===== src/rtl/instr_stream_shaper_if.sv =====
// Handshake bundle between the instruction source/pipeline and the stream shaper.
// The shaper takes the slave side; the source and pipeline take the master side.
interface instr_stream_shaper_if #(
    parameter int unsigned CNT_WIDTH = 8
);
    logic                 stall;
    logic                 flush;
    logic [31:0]          raw_instr_i;
    logic [31:0]          instruction_o;
    logic                 bubble_o;
    logic                 illegal_o;
    logic [CNT_WIDTH-1:0] illegal_cnt_o;

    modport master (
        output stall, flush, raw_instr_i,
        input  instruction_o, bubble_o, illegal_o, illegal_cnt_o
    );

    modport slave (
        input  stall, flush, raw_instr_i,
        output instruction_o, bubble_o, illegal_o, illegal_cnt_o
    );
endinterface


===== src/rtl/instr_stream_shaper.sv =====
// Registers a raw instruction word into a pipeline-legal stream: holds output on stall,
// emits FLUSH_DEPTH zero bubbles after a flush, and legalises or flags illegal opcodes.
module instr_stream_shaper #(
    parameter int unsigned FLUSH_DEPTH = 1,
    parameter bit          ENABLE_M    = 1'b1,
    parameter bit          ENABLE_A    = 1'b1,
    parameter bit          ALLOW_ZERO  = 1'b1,
    parameter bit          LEGALIZE    = 1'b1,
    parameter int unsigned CNT_WIDTH   = 8
) (
    input logic                  clk,
    input logic                  reset,
    instr_stream_shaper_if.slave bus
);
    typedef enum logic {RUN, FLUSH} state_e;

    localparam logic [31:0]          NOP     = 32'h0000_0013;
    localparam logic [3:0]           CNT_RLD = 4'(FLUSH_DEPTH - 1);
    localparam logic [CNT_WIDTH-1:0] ILL_ONE = CNT_WIDTH'(1);
    localparam logic [CNT_WIDTH-1:0] ILL_MAX = '1;

    state_e               state_q, state_d;
    logic [3:0]           fcnt_q, fcnt_d;
    logic [31:0]          instr_q, instr_d;
    logic                 bubble_q, bubble_d;
    logic                 illegal_q, illegal_d;
    logic [CNT_WIDTH-1:0] icnt_q, icnt_d;

    logic [6:0] opcode;
    logic [6:0] funct7;
    logic       legal;

    assign opcode = bus.raw_instr_i[6:0];
    assign funct7 = bus.raw_instr_i[31:25];

    always_comb begin
        legal = 1'b0;
        if (bus.raw_instr_i == 32'h0) begin
            legal = ALLOW_ZERO;
        end else begin
            unique case (opcode)
                7'b0000011, 7'b1100011, 7'b0010011, 7'b0010111, 7'b1100111,
                7'b1101111, 7'b0100011, 7'b0110111: legal = 1'b1;
                7'b0101111: legal = ENABLE_A;
                7'b0110011: legal = (funct7 == 7'b0000000) || (funct7 == 7'b0100000) ||
                                    (ENABLE_M && (funct7 == 7'b0000001));
                default:    legal = 1'b0;
            endcase
        end
    end

    // Priority: flush, then stall (freeze everything), then bubble countdown, then load.
    always_comb begin
        state_d   = state_q;
        fcnt_d    = fcnt_q;
        instr_d   = instr_q;
        bubble_d  = bubble_q;
        illegal_d = illegal_q;
        icnt_d    = icnt_q;
        if (bus.flush) begin
            state_d   = FLUSH;
            fcnt_d    = CNT_RLD;
            instr_d   = 32'h0;
            bubble_d  = 1'b1;
            illegal_d = 1'b0;
        end else if (!bus.stall) begin
            // stall is active-low: hold all state
        end else if (state_q == FLUSH && fcnt_q != 4'd0) begin
            fcnt_d = fcnt_q - 4'd1;
        end else begin
            state_d   = RUN;
            bubble_d  = 1'b0;
            illegal_d = !legal;
            instr_d   = (!legal && LEGALIZE) ? NOP : bus.raw_instr_i;
            if (!legal && icnt_q != ILL_MAX) icnt_d = icnt_q + ILL_ONE;
        end
    end

    always_ff @(posedge clk or negedge reset) begin
        if (!reset) begin
            state_q   <= RUN;
            fcnt_q    <= 4'd0;
            instr_q   <= 32'h0;
            bubble_q  <= 1'b0;
            illegal_q <= 1'b0;
            icnt_q    <= '0;
        end else begin
            state_q   <= state_d;
            fcnt_q    <= fcnt_d;
            instr_q   <= instr_d;
            bubble_q  <= bubble_d;
            illegal_q <= illegal_d;
            icnt_q    <= icnt_d;
        end
    end

    assign bus.instruction_o = instr_q;
    assign bus.bubble_o      = bubble_q;
    assign bus.illegal_o     = illegal_q;
    assign bus.illegal_cnt_o = icnt_q;
endmodule


===== src/flat_wrapper.sv =====
// flat-port wrapper written by rule: the top's interface ports become plain ports
module instr_stream_shaper_flat 
#(
    parameter int unsigned FLUSH_DEPTH = 1,
    parameter bit          ENABLE_M    = 1'b1,
    parameter bit          ENABLE_A    = 1'b1,
    parameter bit          ALLOW_ZERO  = 1'b1,
    parameter bit          LEGALIZE    = 1'b1,
    parameter int unsigned CNT_WIDTH   = 8
)
  (clk, reset, bus_stall, bus_flush, bus_raw_instr_i, bus_instruction_o, bus_bubble_o, bus_illegal_o, bus_illegal_cnt_o);
  instr_stream_shaper_if #(.CNT_WIDTH(CNT_WIDTH)) bus_i ();
  input logic clk;
  input logic reset;
  input wire logic [$bits(bus_i.stall)-1:0] bus_stall;
  input wire logic [$bits(bus_i.flush)-1:0] bus_flush;
  input wire logic [$bits(bus_i.raw_instr_i)-1:0] bus_raw_instr_i;
  output wire logic [$bits(bus_i.instruction_o)-1:0] bus_instruction_o;
  output wire logic [$bits(bus_i.bubble_o)-1:0] bus_bubble_o;
  output wire logic [$bits(bus_i.illegal_o)-1:0] bus_illegal_o;
  output wire logic [$bits(bus_i.illegal_cnt_o)-1:0] bus_illegal_cnt_o;
  assign bus_i.stall = bus_stall;
  assign bus_i.flush = bus_flush;
  assign bus_i.raw_instr_i = bus_raw_instr_i;
  assign bus_instruction_o = bus_i.instruction_o;
  assign bus_bubble_o = bus_i.bubble_o;
  assign bus_illegal_o = bus_i.illegal_o;
  assign bus_illegal_cnt_o = bus_i.illegal_cnt_o;
  instr_stream_shaper #(.FLUSH_DEPTH(FLUSH_DEPTH), .ENABLE_M(ENABLE_M), .ENABLE_A(ENABLE_A), .ALLOW_ZERO(ALLOW_ZERO), .LEGALIZE(LEGALIZE), .CNT_WIDTH(CNT_WIDTH)) u_core (.clk(clk), .reset(reset), .bus(bus_i));
endmodule

===== config.mk =====
export PLATFORM = sky130hd
export DESIGN_NAME = instr_stream_shaper_flat
export DESIGN_NICKNAME = d
export VERILOG_FILES = /design/src/rtl/instr_stream_shaper_if.sv /design/src/rtl/instr_stream_shaper.sv /design/src/flat_wrapper.sv
export SDC_FILE = /design/constraint.sdc
export NUM_CORES = 1
export LEC_CHECK = 0
export BUFFER_PORTS_ARGS = -buffer_cell sky130_fd_sc_hd__buf_2
export CAP_MARGIN = 20
export CORE_UTILIZATION = 43
export DETAILED_ROUTE_END_ITERATION = 8
export PLACE_DENSITY = 0.75
export SLEW_MARGIN = 20
export SYNTH_ARGS = -nofsm -noshare
export SYNTH_HDL_FRONTEND = slang
export SYNTH_SLANG_ARGS = --single-unit
export TNS_END_PERCENT = 100

===== constraint.sdc =====
create_clock -name clk -period 2.5 [get_ports clk]
set_input_delay 0.25 -clock clk [delete_from_list [all_inputs] [get_ports clk]]
set_output_delay 0.25 -clock clk [all_outputs]
set_load 0.1 [all_outputs]

==> results.toml <==
[run_status]
status = "completed"

[finish]
multi_input_area_sq_um = 766
fillCellCount = 369
fin_nets = 282
seqCellArea_sq_um = 1150
antenna_cells = 0
fin_area_sq_um = 2550
drive_gt1_share_pct = 38.5
syn_to_final_growth_pct = 28.6

[yosys]
synth_common_cells = "46 x dfrtp_1, 29 x a22o_1, 11 x nor2_1"
synth.most_common_cell = "dfrtp_1"
netlist_area_sq_um = 1980
synth.area.top_cells = "dfrtp_1 58%, a22o_1 13%, xnor2_1 3.1%"
ys.flop_type = "dfrtp_1"
synth_top_area_share_pct = 58.2
yosysSeqAreaShare_pct = 58.2
yosys.area.top_type = "dfrtp_1"
async_reset_ff_share_pct = 100
avgSynthCellArea_sq_um = 12.2
synth_cell_types = 33
syn-num-nets = 201
syn_inst = 162
synth_edf_count = 0
yosysWarnings = 0
synth_seq_cells = 46

[global_route]
grt_pass1_wl_um = 7220
track_usage_pct = 19.0
grt_max_degree = 47
grt_antenna_before_repair = 0
grt_pass1_vias = 1520
grt_overflow = 0

[cts]
cts_inserted_buffers = 5
cts.sinks = 46
clockRootBuffer = "clkbuf_8"
path_clk_slew_ps = 90
cts_tree = "built"
clock_latency_ps = 300
cts_max_level = 2
clockBufferDepth = 2

[worst_setup_path]
required_ps = 2680
crit_slowest_cell = "or3b_2"
cp_max_fo = 7
critPathLaunchType = "register"
crit_type = "register to register"
cp_slowest_stage_delay_ps = 470
end_kind = "register"
arrival_ps = 2390
crit_top_cell = "nand2_1"
path_cells = "inv_1 -> ha_1 -> or3b_2 -> nand2_1 -> nand2_1 -> a311oi_1 -> buf_4 -> nand2_1 -> mux2_2"

[place]
post-dp-hpwl_um = 3230
gp_congestion = 0.754
portBuffers = 77
placed_cell_area_sq_um = 2420

[drt]
vias = 1597
drtPass1Iterations = 5
drt_iter0_drc = 116
route.detailed.drc = 0
wl_per_cell_um = 14.9
ant_nets = 0
wirelength_um = 4420
avgViaCountPerCell = 5.40

[sta]
rsz0062_at_grt = "no"
worstMarginPinSlew_ps = 564
slew_violations = 0
max_slew_margin_pct = 62.4
period_needed_ps = 2210
hold_viol = 0
period_share_pct = 88.5
timing.fmax_mhz = 452
tns_ps = 0
finalSetupViolCount = 0
skew_ps = 5.62

[floorplanning]
dieWidth_um = 69.8
die-area_sq_um = 4880
core_sq_um = 4380
ioPinCount = 78
fp.dieH_um = 69.8
initial_core_util_pct = 45.1
placementRows = 24

[flow_run]
max_cap_viol_count = 0

[worst_hold_path]
min_path_type = "input pin to register"

[power_and_ir_drop]
vdd_drop_max_uv = 667
power_density_nw_per_um2 = 1020
p_leak_nw = 1.35
power by group:
part	internal (mW)	total (mW)	switching, mW
logic	0.267	1.12	0.855
registers	0.847	0.934	0.0874
clock network	0.294	0.542	0.247
total	1.41	2.60	1.19
critical path, delay by kind of cell (launching register included):
kind / cells / cell delay (ps)
AO/OA/AOI/OAI: 1 / 250
adder cells (fa/ha/maj): 1 / 150
buffers and inverters: 2 / 300
flip-flops: 1 / 390
multiplexers: 1 / 280
AND/OR/NAND/NOR: 4 / 740
logic make-up (layout without fill, tap and decap cells):
kind of cell | after synthesis | in the layout | synth area share [%]
buffers and inverters | 11 | 93 | 3.29
adder cells (fa/ha/maj) | 3 | 3 | 1.90
multiplexers | 1 | 1 | 0.569
AND/OR/NAND/NOR | 53 | 53 | 15.5
AO/OA/AOI/OAI | 38 | 38 | 16.2
XOR/XNOR | 10 | 10 | 4.43
flip-flops | 46 | 46 | 58.2
cell usage in the layout, fill, tap and decap left out, types with 2 or more instances in the layout:
cell,instances
a311oi_1,2
clkinv_2,2
or4_1,2
nand4_1,5
nor4bb_1,2
nor3_1,3
inv_1,2
a21oi_1,2
nor2_1,10
dfrtp_1,46
xor2_1,3
nand3_1,3
and3_1,3
nor4_1,7
ha_1,3
buf_4,5
a22o_1,29
xnor2_1,7
nand2_1,8
and2_1,3
buf_2,76
clkbuf_8,5
through the flow:
step	util (%)	hold WS (ps)	instances	power [mW]	worst slack, ps
2_1_floorplan	-	-45.6	162	1.83	72.9
3_3_place_gp	55.3	477	287	2.06	258
3_5_place_dp	55.3	476	287	2.08	179
4_1_cts	57.8	149	295	2.62	277
5_1_grt	58.1	174	296	2.74	140
6_report	58.1	173	296	2.60	288
sequential cells by signal, indices dropped and copies added (netlist names):
signal / count
u_core.bus.bubble_o: 1
u_core.bus.instruction_o: 32
u_core.bus.illegal_o: 1
u_core.fcnt_q: 4
u_core.bus.illegal_cnt_o: 8
metal layers:
layer	GRT usage (%)	wire (um)
met1	26.5	1990
met2	29.1	2140
met5	0	0
met4	6.67	60
met3	4.36	234
final timing paths:
check                      cells past startpoint  slack, ps                                    start                                  endpoint
min in group asynchronous                      2        490                                    reset   u_core.bus.illegal_cnt_o[7]$_DFFE_PN0P_
max in group asynchronous                      2       1620                                    reset              u_core.fcnt_q[0]$_DFFE_PN0P_
hold reg to reg                                1        490  u_core.bus.illegal_cnt_o[6]$_DFFE_PN0P_   u_core.bus.illegal_cnt_o[6]$_DFFE_PN0P_
setup / recovery                               9        290             u_core.fcnt_q[0]$_DFFE_PN0P_   u_core.bus.illegal_cnt_o[1]$_DFFE_PN0P_
setup reg to reg                               9        290             u_core.fcnt_q[0]$_DFFE_PN0P_   u_core.bus.illegal_cnt_o[1]$_DFFE_PN0P_
hold / removal                                 2        170                      bus_raw_instr_i[27]  u_core.bus.instruction_o[27]$_DFFE_PN0P_
area by class of cell:
class	count	area share [%]
repair buffers	83	17.6
well taps	52	2.56
clock inverters	3	1.57
clock buffers	5	2.70
multi-input cells	105	30.1
flip-flops and latches	46	45.2
inverters	2	0.295
what timing repair did:
| item | CTS | global route |
|---|---|---|
| gates resized for setup | 0 | 0 |
| setup buffers | 0 | 0 |
| hold buffers | 0 | 1 |
| hold endpoints to repair | 0 | 39 |
Power figures use the tool's default switching activity.
